**src/rtl/adder_tree_var_seq.sv**
```systemverilog
// adder_tree_var_seq: pipelined masked N-input adder tree with stall and grouped accumulation
module adder_tree_var_seq #(
  parameter int DATA_WIDTH = 16,
  parameter int NUM_IN = 4,
  parameter int ACC_LEN = 4,
  localparam int LEVELS = $clog2(NUM_IN),
  localparam int ACC_BITS = $clog2(ACC_LEN),
  localparam int OUT_WIDTH = DATA_WIDTH + LEVELS + ACC_BITS
) (
  input  logic                         clk,
  input  logic                         rst,
  input  logic [NUM_IN-1:0]            i_valid,
  input  logic [NUM_IN*DATA_WIDTH-1:0] i_data_bus,
  input  logic                         i_acc_mode,
  input  logic                         i_en,
  output logic                         o_valid,
  output logic [OUT_WIDTH-1:0]         o_data_bus
);
  genvar l, n;
  for (l = 0; l <= LEVELS; l++) begin : g_lvl
    logic [DATA_WIDTH+l-1:0] sum_q [NUM_IN>>l];
    logic vld_q, mode_q;
    if (l == 0) begin : g_in
      for (n = 0; n < NUM_IN; n++) begin : g_lane
        assign sum_q[n] = i_valid[n] ? i_data_bus[n*DATA_WIDTH +: DATA_WIDTH] : '0;
      end
      assign vld_q = |i_valid;
      assign mode_q = i_acc_mode;
    end else begin : g_st
      always_ff @(posedge clk) begin
        if (rst) vld_q <= 1'b0;
        else if (i_en) begin
          vld_q <= g_lvl[l-1].vld_q;
          mode_q <= g_lvl[l-1].mode_q;
          for (int k = 0; k < (NUM_IN >> l); k++)
            sum_q[k] <= {1'b0, g_lvl[l-1].sum_q[2*k]} + {1'b0, g_lvl[l-1].sum_q[2*k+1]};
        end
      end
    end
  end
  logic [OUT_WIDTH-1:0] tree_sum, acc_q, acc_d;
  logic [ACC_BITS-1:0] cnt_q;
  logic last;
  assign tree_sum = OUT_WIDTH'(g_lvl[LEVELS].sum_q[0]);
  assign last = cnt_q == ACC_BITS'(ACC_LEN - 1);
  always_comb acc_d = (cnt_q == '0 ? '0 : acc_q) + tree_sum;
  // a bypass sample abandons any partially built accumulation group
  always_ff @(posedge clk) begin
    if (rst) begin
      o_valid <= 1'b0;
      cnt_q <= '0;
    end else if (i_en) begin
      if (!g_lvl[LEVELS].vld_q) o_valid <= 1'b0;
      else if (!g_lvl[LEVELS].mode_q) begin
        o_data_bus <= tree_sum;
        o_valid <= 1'b1;
        cnt_q <= '0;
      end else begin
        acc_q <= acc_d;
        o_valid <= last;
        cnt_q <= last ? '0 : cnt_q + 1'b1;
        if (last) o_data_bus <= acc_d;
      end
    end
  end
endmodule

```
**config.mk**
```make
export PLATFORM = sky130hd
export DESIGN_NAME = adder_tree_var_seq
export DESIGN_NICKNAME = d
export VERILOG_FILES = /design/src/rtl/adder_tree_var_seq.sv
export SDC_FILE = /design/constraint.sdc
export NUM_CORES = 1
export LEC_CHECK = 0
export BUFFER_PORTS_ARGS = -buffer_cell sky130_fd_sc_hd__buf_2
export CORE_ASPECT_RATIO = 1.5
export CORE_UTILIZATION = 45
export DETAILED_ROUTE_END_ITERATION = 8
export GPL_TIMING_DRIVEN = 0
export PLACE_DENSITY_LB_ADDON = 0.15
export SYNTH_ARGS = -nofsm -noshare
export SYNTH_HDL_FRONTEND = slang
export SYNTH_SLANG_ARGS = --single-unit
```
**constraint.sdc**
```tcl
create_clock -name clk -period 5.3 [get_ports clk]
set_input_delay 0.53 -clock clk [delete_from_list [all_inputs] [get_ports clk]]
set_output_delay 0.53 -clock clk [all_outputs]
set_load 0.01 [all_outputs]
```
# After elaboration in Yosys (flattened, before gate mapping)
# Memory sizes are Yosys's and may differ from the RTL's.
# Cells that the tools add are included.
dict set report op_classes {
  n_mux 14
  reduce_logical 6
  eq_ne 2
  addsub 5
  bitwise 1
}
# operator count
set op_table {}
lappend op_table {{$mux 16} 4}
lappend op_table {{$mux 20} 2}
lappend op_table {{$add 16x16->17} 2}
lappend op_table {{$add 20x18->20} 1}
lappend op_table {{$add 17x17->18} 1}
lappend op_table {{$mux 18} 1}
lappend op_table {{$reduce_and 4->1} 2}
lappend op_table {{$mux 1} 5}
lappend op_table {{$mux 2} 2}
lappend op_table {{$reduce_and 2->1} 2}
lappend op_table {{$reduce_or 4->1} 1}
lappend op_table {{$add 2x1->2 const B} 1}
lappend op_table {{$eq 2x2->1 const B} 1}
lappend op_table {{$logic_not 2->1} 1}
lappend op_table {{$ne 2x1->1 const B} 1}
lappend op_table {{$not 1->1} 1}
dict set report word_totals {
  ram_bits 52
  memories 2
  inputBits 72
  reg_bits 47
}
# memory depth width rd rd_ports_with_merged_regs wr line
set memory_table {}
lappend memory_table {{g_lvl[1].sum_q} 2 17 2 0 2 21} ;# logic [DATA_WIDTH+l-1:0] sum_q [NUM_IN>>l];
lappend memory_table {{g_lvl[2].sum_q} 1 18 1 0 1 21}

# Depth between registers and ports, before layout
# Gate-level depths: netlist (run 1).
dict set report logic_depth {
  ltp_word 5
  mapped_depth 13
  depth_no_buf 11
}

# Worst setup path before layout (run 1)
# No wires, ideal clock.
dict set report synth_timing {
  path_type {input -> register}
  startpoint {input port i_en}
  endpoint {register acc_q[0], enable pin}
  path_stages 3
  path_slack_ns 0.857
  arrival_ns 4.065
  path_cell_list {clkbuf_1 nor2b_1 and3_1}
}
dict set report synth_via {
  elab_chain_cells 1
}
# element line
set synth_lines {}
lappend synth_lines {{from (decl)} 15} ;# input logic i_en,
lappend synth_lines {{$reduce_and 4->1 (no source line)} --}
lappend synth_lines {{to (signal assigned)} 59} ;# acc_q <= acc_d;
lappend synth_lines {{to (decl)} 41} ;# logic [OUT_WIDTH-1:0] tree_sum, acc_q, acc_d;
# No other way between the ends.
# A chain may end at the register's enable or synchronous reset.

# Final worst setup path (run 1)
dict set report layout_timing {
  startpoint {register cnt_q[0]}
  endpoint {register acc_q[19], data pin}
}
dict set report layout_via {
  elab_chain_cells 3
}
# element line
set layout_lines {}
lappend layout_lines {{from (decl)} 42} ;# logic [ACC_BITS-1:0] cnt_q;
lappend layout_lines {{from (signal assigned)} 61} ;# cnt_q <= last ? '0 : cnt_q + 1'b1;
lappend layout_lines {{$logic_not 2->1} 46} ;# always_comb acc_d = (cnt_q == '0 ? '0 : acc_q) + tree_sum;
lappend layout_lines {{$mux 20} 46}
lappend layout_lines {{$add 20x18->20} 46}
lappend layout_lines {{via acc_d[19]} 41}
# The timed path passes the listed nets, and every way through them passes these cells.

==> summary.txt, run 1 <==
STA
  • Max_slew headroom: 25.7%
  • RSZ-0062 raised after global routing: no
  • Fin Setup TNS: 0 ns
  • Final Hold Viols: 0
  • Final Skew: 0.00807 ns
  • Final Max Tran Viols: 0
  • Actual slew at the worst max-slew pin: 1.11 ns
  • Max Freq: 269 MHz
  • Final WS setup: 1.58 ns
  • Final min period: 3.72 ns
  • # setup viols final: 0
  • Period utilisation layout: 70.2%

Clock network
  • Root buffer cell: clkbuf_16
  • Post-CTS sizing: 0
  • TritonCTS clock tree: done
  • Clk sinks: 99
  • CTS Buffer Depth: 2
  • CTS buffer count: 9
  • Post-CTS Hold Buffers: 0
  • H-tree levels: 3
  • # Post-CTS Setup Buffers: 0
  • Clk_lat worst skew: 0.35 ns
  • CTS clk-pin slew, worst paths: 0.07 ns

Power and ir drop
  • Combinational Power Share: 22.4%
  • Pwr dens: 255 nW/um^2
  • Net Sw Power: 0.574 mW
  • Int Pwr: 1.48 mW
  • Share of power burned in registers: 46.3%
  • Power, Total: 2.05 mW
  • LEAKAGE: 3.38 nW
  • Clock power frac: 31.3%
  • Peak VDD IR: 0.148 mV
  • Sw Ratio: 28.0%

Flow run
  • Max_cap viols: 0

Synth
  • Most frequent cell after synthesis: edfxtp_1
  • Synthesized Nets: 822
  • Synth cell count leaders: edfxtp_1, and2_1, ha_1
  • Post-synthesis adder-cell area fraction: 13.5%
  • Cells after Synth: 677
  • Warnings from Yosys: 0
  • Ys async rst share: 0%
  • Mapped Area: 7000 sq um
  • Post-synthesis cell type count: 54
  • Post-synth top area share: 40.3%
  • Post-synthesis mux area share: 2.58%
  • Sequential area share after synthesis: 41.8%
  • Largest family of logic cells by synthesized area: simple AND/OR/NAND/NOR gates
  • Simple-gate share of the synthesized area: 17.0%
  • Avg Inst Size Synth: 10.3 sq um
  • Biggest area consumer among synthesized cells: edfxtp_1
  • Post-synth top flop: edfxtp_1
  • Compound-Gate Fraction of Synth Area: 16.5%
  • Largest cells by area after synthesis: edfxtp_1, ha_1, and2_1
  • Post-Synth XOR/XNOR Area: 6.63%
  • Yosys reg bits: 99
  • EDFF count, synth: 94

Floorplanning
  • Die extent in x: 104 microns
  • Die height: 155 microns
  • Die footprint: 16100 sq um
  • Starting Density: 46.2%
  • Ports: 93
  • Core footprint: 15100 sq um
  • Cell row count: 55

Routing
  • Vias/cell: 5.35
  • Avg WL per Cell: 15.3 microns
  • Drt total wl: 15000 microns
  • DRT iter0 DRCs: 166
  • Vias: 5269
  • Post-route ant nets: 0
  • DRC Markers: 0
  • 1st-pass router iterations: 4

Worst setup path
  • Slowest-stage cell, CP: clkbuf_1
  • Critical path arrival: 3.82 ns
  • Reg2reg start: cnt_q[0]
  • Crit path max fanout: 10
  • Crit-path cells: inv_1 -> ha_1 -> clkbuf_1 -> clkbuf_1 -> nor2b_1 -> ha_1 -> a21oi_1 -> inv_1 -> o41ai_2 -> o21ai_0 -> or2_1
  • R2R Setup Slk: 1.58 ns
  • Max incr delay on CP: 0.50 ns
  • Cells on worst reg2reg path: 11
  • Startpoint Class: flip-flop
  • Capturing point of the worst reg2reg path: acc_q[19]
  • Critical path data required time: 5.40 ns
  • Crit. End Element: flip-flop
  • Critical setup path kind: reg2reg

Global route
  • Largest net degree at the start of global routing: 37
  • Total gr overflow: 0
  • Initial antenna violation count: 0
  • Gr usage total: 19.4%
  • First-pass GRT wire length: 24500 microns
  • Vias in the first global route: 5372

Place
  • PortBufs: 91
  • Placed Cells: 969
  • Place WS: 1.59 ns
  • Post-DP HPWL: 12100 microns
  • Final Wtd Congestion: 0.854

Layout
  • Nets: 926
  • Reg area: 2920 sq um
  • Filler Cell Count: 1416
  • Share of cells above drive strength 1: 17.9%
  • Footprint of the multi-input gates: 3940 sq um
  • Non-Filler Instances: 985
  • Syn-to-layout area delta: 14.9%
  • Number of diodes: 0

Hold path
  • Hold Crit Depth: 1
  • HP Start: i_acc_mode
  • Hold Crit Class: in2reg
  • Hold Path Sink: g_lvl[1].mode_q

Run status
  • Status: finished, final reports clean
-- per-stage QoR --
step | util [%] | instance area (sq um) | hold slack (ns)
global placement | 50.9 | 7700 | 0.408
detailed placement | 51.2 | 7740 | 0.421
finish | 53.1 | 8040 | 0.352
floorplan | - | 7000 | 0.400
global route | 53.1 | 8040 | 0.340
CTS | 53.1 | 8040 | 0.348
-- power by group through the flow --
stage	Combinational, mW	Clock, mW	Sequential [mW]
2_1_floorplan	0.341	0	0.962
4_1_cts	0.459	0.653	0.950
3_5_place_dp	0.455	0	0.967
5_1_grt	0.512	0.684	0.954
6_report	0.459	0.642	0.950
3_3_place_gp	0.436	0	0.968
-- worst max-delay path by stage --
stage / start / endpoint / cells after the start
6_report: cnt_q[0] / acc_q[19] / 11
2_1_floorplan: i_en / acc_q[0] / 3
3_3_place_gp: i_en / acc_q[14] / 3
5_1_grt: cnt_q[0] / acc_q[19] / 11
4_1_cts: cnt_q[0] / acc_q[19] / 11
3_5_place_dp: cnt_q[0] / acc_q[19] / 11
-- placed cells by master, fill, tap and decap left out, drive strengths merged, types with 4 or more instances in the layout --
cell type  count
ha            69
nand2b         4
and2          70
nand2         36
xor2          18
mux2          13
a21oi         70
or3            6
nor2          38
and3           8
o21ai         37
o211ai        14
nand3         14
a211oi         8
clkbuf        20
fa             4
o21a           9
xnor2         35
edfxtp        94
a211o          5
a31oi          7
a21o          15
nor3           8
buf           96
o21bai         4
dfxtp          5
nor2b         25
inv           23
-- area by class of cell --
class / count / area share, %
plain buffers: 13 / 0.809
repair buffers: 93 / 6.05
inverters: 21 / 0.980
clock buffers: 10 / 2.97
multi-input cells: 544 / 49.0
flip-flops and latches: 99 / 36.3
clock inverters: 6 / 0.731
well taps: 199 / 3.10
-- sequential cells by signal, summed over array words and instances (netlist names) --
signal and count:
g_lvl.mode_q 2, o_data_bus 20, g_lvl.sum_q 52, o_valid 1, acc_q 20, g_lvl.vld_q 2
cnt_q 2
-- worst max-delay path: cells and delay by family (launching register included) --
kind,cells,cell delay [ns]
flip-flops,1,0.34
AND/OR/NAND/NOR,2,0.36
buffers and inverters,4,1.17
adder cells (fa/ha/maj),2,0.58
AO/OA/AOI/OAI,3,1.00
-- kinds of logic (layout without fill, tap and decap cells) --
family	count (synthesis)	in the layout
AND/OR/NAND/NOR	220	220
AO/OA/AOI/OAI	182	182
flip-flops	99	99
adder cells (fa/ha/maj)	73	73
XOR/XNOR	53	53
buffers and inverters	34	143
multiplexers	16	16
-- routing by layer --
| metal | global-route usage [%] | routed length (microns) | vias up |
|---|---|---|---|
| met5 | 0 | 0 | - |
| li1 | - | - | 2697 |
| met1 | 19.0 | 5870 | 2438 |
| met3 | 2.23 | 361 | 20 |
| met2 | 40.4 | 8530 | 114 |
| met4 | 7.07 | 270 | 0 |
(Power assumes the default switching activity.)
==> inputs of run 2 (changes only) <==
--- a/config.mk
+++ b/config.mk
@@ -5,6 +5,7 @@
 export SDC_FILE = /design/constraint.sdc
 export NUM_CORES = 1
 export LEC_CHECK = 0
+export ABC_AREA = 1
 export BUFFER_PORTS_ARGS = -buffer_cell sky130_fd_sc_hd__buf_2
 export CORE_ASPECT_RATIO = 1.5
 export CORE_UTILIZATION = 45
==> constraint.sdc (replaced) <==
create_clock -name clk -period 3.5 [get_ports clk]
set_input_delay 0.35 -clock clk [delete_from_list [all_inputs] [get_ports clk]]
set_output_delay 0.35 -clock clk [all_outputs]
set_load 0.01 [all_outputs]
==> summary.txt, run 2 <==
Run status
  • Status: finished, final reports clean (unchanged)

Layout
  • Share of cells above drive strength 1: 11.5% (was 17.9%)
  • Non-Filler Instances: 1288 (was 985)
  • Filler Cell Count: 1640 (was 1416)
  • Max reg flops: 52 (unchanged)
  • Largest regs: g_lvl.sum_q: 52 flops, acc_q: 20 flops, o_data_bus: 20 flops (unchanged)
  • Design area: 8530 sq um (was 8040 sq um)
  • Nets: 1222 (was 926)
  • Reg with most FFs: g_lvl.sum_q (unchanged)
  • Most frequent cells in the layout: nand2_1, inv_1, edfxtp_1, buf_2, nor2_1 (was edfxtp_1, buf_2, and2_1, ha_1, a21oi_1)
  • Most common cell after layout, fill and taps aside: nand2_1 (was edfxtp_1)
  • Number of diodes: 0 (unchanged)
  • Syn-to-layout area delta: 13.9% (was 14.9%)

Power and ir drop
  • Net Sw Power: 0.953 mW (was 0.574 mW)
  • Sw Ratio: 30.3% (was 28.0%)
  • Share of power burned in registers: 45.9% (was 46.3%)
  • Pwr dens: 369 nW/um^2 (was 255 nW/um^2)
  • Clock power frac: 29.2% (was 31.3%)
  • Combinational Power Share: 24.9% (was 22.4%)
  • LEAKAGE: 4.58 nW (was 3.38 nW)
  • Power, Total: 3.14 mW (was 2.05 mW)
  • Peak VDD IR: 0.237 mV (was 0.148 mV)
  • Int Pwr: 2.19 mW (was 1.48 mW)

Floorplanning
  • Starting Density: 46.1% (was 46.2%)
  • Die extent in x: 107 microns (was 104 microns)
  • Core footprint: 16300 sq um (was 15100 sq um)
  • Die footprint: 17200 sq um (was 16100 sq um)
  • Ports: 93 (unchanged)
  • Die height: 160 microns (was 155 microns)
  • Cell row count: 57 (was 55)

Clock network
  • Root buffer cell: clkbuf_16 (unchanged)
  • CTS buffer count: 9 (unchanged)
  • Clk sinks: 99 (unchanged)
  • CTS Buffer Depth: 2 (unchanged)
  • H-tree levels: 3 (unchanged)
  • TritonCTS clock tree: done (unchanged)
  • # Post-CTS Setup Buffers: 0 (unchanged)
  • CTS clk-pin slew, worst paths: 0.07 ns (about the same)
  • Clk_lat worst skew: 0.35 ns (about the same)

Routing
  • Post-route ant nets: 0 (unchanged)
  • Avg WL per Cell: 13.0 microns (was 15.3 microns)
  • DRT iter0 DRCs: 262 (was 166)
  • 1st-pass router iterations: 5 (was 4)
  • DRC Markers: 0 (unchanged)
  • Drt total wl: 16800 microns (was 15000 microns)
  • Vias/cell: 4.95 (was 5.35)
  • Vias: 6380 (was 5269)

Synth
  • Ys async rst share: 0% (unchanged)
  • Post-synth top flop: edfxtp_1 (unchanged)
  • Largest cells by area after synthesis: edfxtp_1, nand2_1, ha_1 (was edfxtp_1, ha_1, and2_1)
  • Avg Inst Size Synth: 7.69 sq um (was 10.3 sq um)
  • Post-synth top area share: 37.7% (was 40.3%)
  • Most frequent cell after synthesis: nand2_1 (was edfxtp_1)
  • EDFF count, synth: 94 (unchanged)
  • Synthesized Nets: 1119 (was 822)
  • Cells after Synth: 974 (was 677)
  • Warnings from Yosys: 0 (unchanged)
  • Sequential area share after synthesis: 39.0% (was 41.8%)
  • Post-synthesis cell type count: 35 (was 54)
  • Biggest area consumer among synthesized cells: edfxtp_1 (unchanged)
  • Synth cell count leaders: nand2_1, inv_1, edfxtp_1 (was edfxtp_1, and2_1, ha_1)
  • Mapped Area: 7490 sq um (was 7000 sq um)
  • Yosys reg bits: 99 (unchanged)

Worst setup path
  • R2R Setup Slk: 0.32 ns (was 1.58 ns)
  • Crit. End Element: flip-flop (unchanged)
  • Crit-path cells: inv_1 -> ha_1 -> clkbuf_1 -> clkbuf_2 -> nor2_1 -> ha_1 -> nand2_2 -> inv_1 -> a21oi_2 -> nand3_1 -> or2_1 -> and2_1 (was inv_1 -> ha_1 -> clkbuf_1 -> clkbuf_1 -> nor2b_1 -> ha_1 -> a21oi_1 -> inv_1 -> o41ai_2 -> o21ai_0 -> or2_1)
  • Capturing point of the worst reg2reg path: acc_q[9] (was acc_q[19])
  • CP startpoint: cnt_q[0] (unchanged)
  • Critical setup path kind: reg2reg (unchanged)
  • Crit path max fanout: 10 (unchanged)
  • Reg2reg start: cnt_q[0] (unchanged)
  • Max incr delay on CP: 0.45 ns (was 0.50 ns)
  • Critical path data required time: 3.61 ns (was 5.40 ns)
  • Critical path arrival: 3.28 ns (was 3.82 ns)
  • Slowest-stage cell, CP: clkbuf_1 (unchanged)
  • Largest delay share family, worst path: buffers and inverters (unchanged)
  • Cells on worst reg2reg path: 12 (was 11)
  • Buf/Inv on CP: 4 (unchanged)
  • Startpoint Class: flip-flop (unchanged)

Global route
  • Total gr overflow: 0 (unchanged)
  • Largest net degree at the start of global routing: 35 (was 37)
  • Vias in the first global route: 6354 (was 5372)
  • Initial antenna violation count: 0 (unchanged)
  • First-pass GRT wire length: 28200 microns (was 24500 microns)
  • Gr usage total: 21.0% (was 19.4%)

Hold path
  • HP Start: i_acc_mode (unchanged)
  • Hold Path Sink: g_lvl[1].mode_q (unchanged)
  • Hold Crit Class: in2reg (unchanged)
  • Hold Crit Depth: 1 (unchanged)

Flow run
  • Max_cap viols: 0 (unchanged)

Place
  • Placed Cells: 1272 (was 969)
  • Post-DP HPWL: 14000 microns (was 12100 microns)
  • PortBufs: 88 (was 91)
  • Dpl cell area: 8260 sq um (was 7740 sq um)
  • Final Wtd Congestion: 0.884 (was 0.854)

STA
  • Actual slew at the worst max-slew pin: 0.636 ns (was 1.11 ns)
  • Max Freq: 315 MHz (was 269 MHz)
  • Final Max Tran Viols: 0 (unchanged)
  • Final Skew: 0.00917 ns (was 0.00807 ns)
  • # setup viols final: 0 (unchanged)
  • Max_slew headroom: 57.6% (was 25.7%)
  • Period utilisation layout: 90.8% (was 70.2%)
  • Final min period: 3.18 ns (was 3.72 ns)
  • RSZ-0062 raised after global routing: no (unchanged)
  • Fin Setup TNS: 0 ns (unchanged)
  • Final Hold Viols: 0 (unchanged)
==> run 2: changes by cell type in the layout (fill, tap and decap cells not counted), sizes merged, moves of 10 or more <==
cell,change
and2,-59
inv,+139
xor2,+18
a21o,-10
nand2,+263
nor2b,-25
xnor2,-29
nand3,+47
nor2,+40
mux2,-13
o211ai,-14
o21ai,-11
==> run 2: cell families (layout without fill, tap and decap cells) <==
family	after synthesis	after routing	synth area share, %
AND/OR/NAND/NOR	470	470	26.2
buffers and inverters	176	284	8.84
AO/OA/AOI/OAI	114	114	8.42
flip-flops	99	99	39.0
adder cells (fa/ha/maj)	73	73	12.6
XOR/XNOR	42	42	4.91
==> run 2: what timing repair did <==
item,4_1_cts,5_1_grt
setup endpoints to repair,0,15
hold buffers,0,0
gates resized for setup,0,2
==> run 2: metal layers <==
| metal | wire (microns) | vias up | track usage, % |
|---|---|---|---|
| li1 | - | 3356 | - |
| met1 | 6220 | 2875 | 20.1 |
| met2 | 9650 | 118 | 43.2 |
| met3 | 363 | 31 | 1.88 |
| met4 | 512 | 0 | 9.28 |
| met5 | 0 | - | 0 |
==> run 2: through the flow <==
step	hold slack (ns)	util [%]	setup slack (ns)
finish	0.170	52.4	0.322
global route	0.165	52.4	0.106
CTS	0.164	52.4	0.0902
detailed placement	0.405	50.8	0.123
global placement	0.402	50.3	-0.570
floorplan	0.400	-	0.355
==> run 2: final cells by class <==
cell class                      count  area (sq um)  share of cell area [%]
Clock buffer                       12           236                    2.77
Clock inverter                      4          28.8                   0.338
Inverter                          162           608                    7.13
Timing Repair Buffer               92           498                    5.84
Multi-Input combinational cell    699          3920                    46.0
Buffer                             14          55.1                   0.646
Tap cell                          206           258                    3.02
Sequential cell                    99          2920                    34.3
==> run 2: how the worst max path moves through the flow <==
stage               cells after the start               endpoint  slack [ns]
floorplan                               2        g_lvl[1].mode_q        0.36
global placement                        3  g_lvl[1].sum_q[0][16]       -0.57
detailed placement                     13         o_data_bus[18]        0.12
CTS                                    13         o_data_bus[18]        0.09
global route                           13         o_data_bus[18]        0.11
finish                                 12               acc_q[9]        0.32
==> run 2: power groups by stage <==
| stage | Sequential, mW | Clock (mW) | Combinational (mW) |
|---|---|---|---|
| final | 1.44 | 0.918 | 0.783 |
| after CTS | 1.44 | 0.932 | 0.789 |
| after global routing | 1.45 | 0.969 | 0.896 |
| after global placement | 1.47 | 0 | 0.769 |
| after detailed placement | 1.47 | 0 | 0.786 |
| after floorplan | 1.46 | 0 | 0.578 |
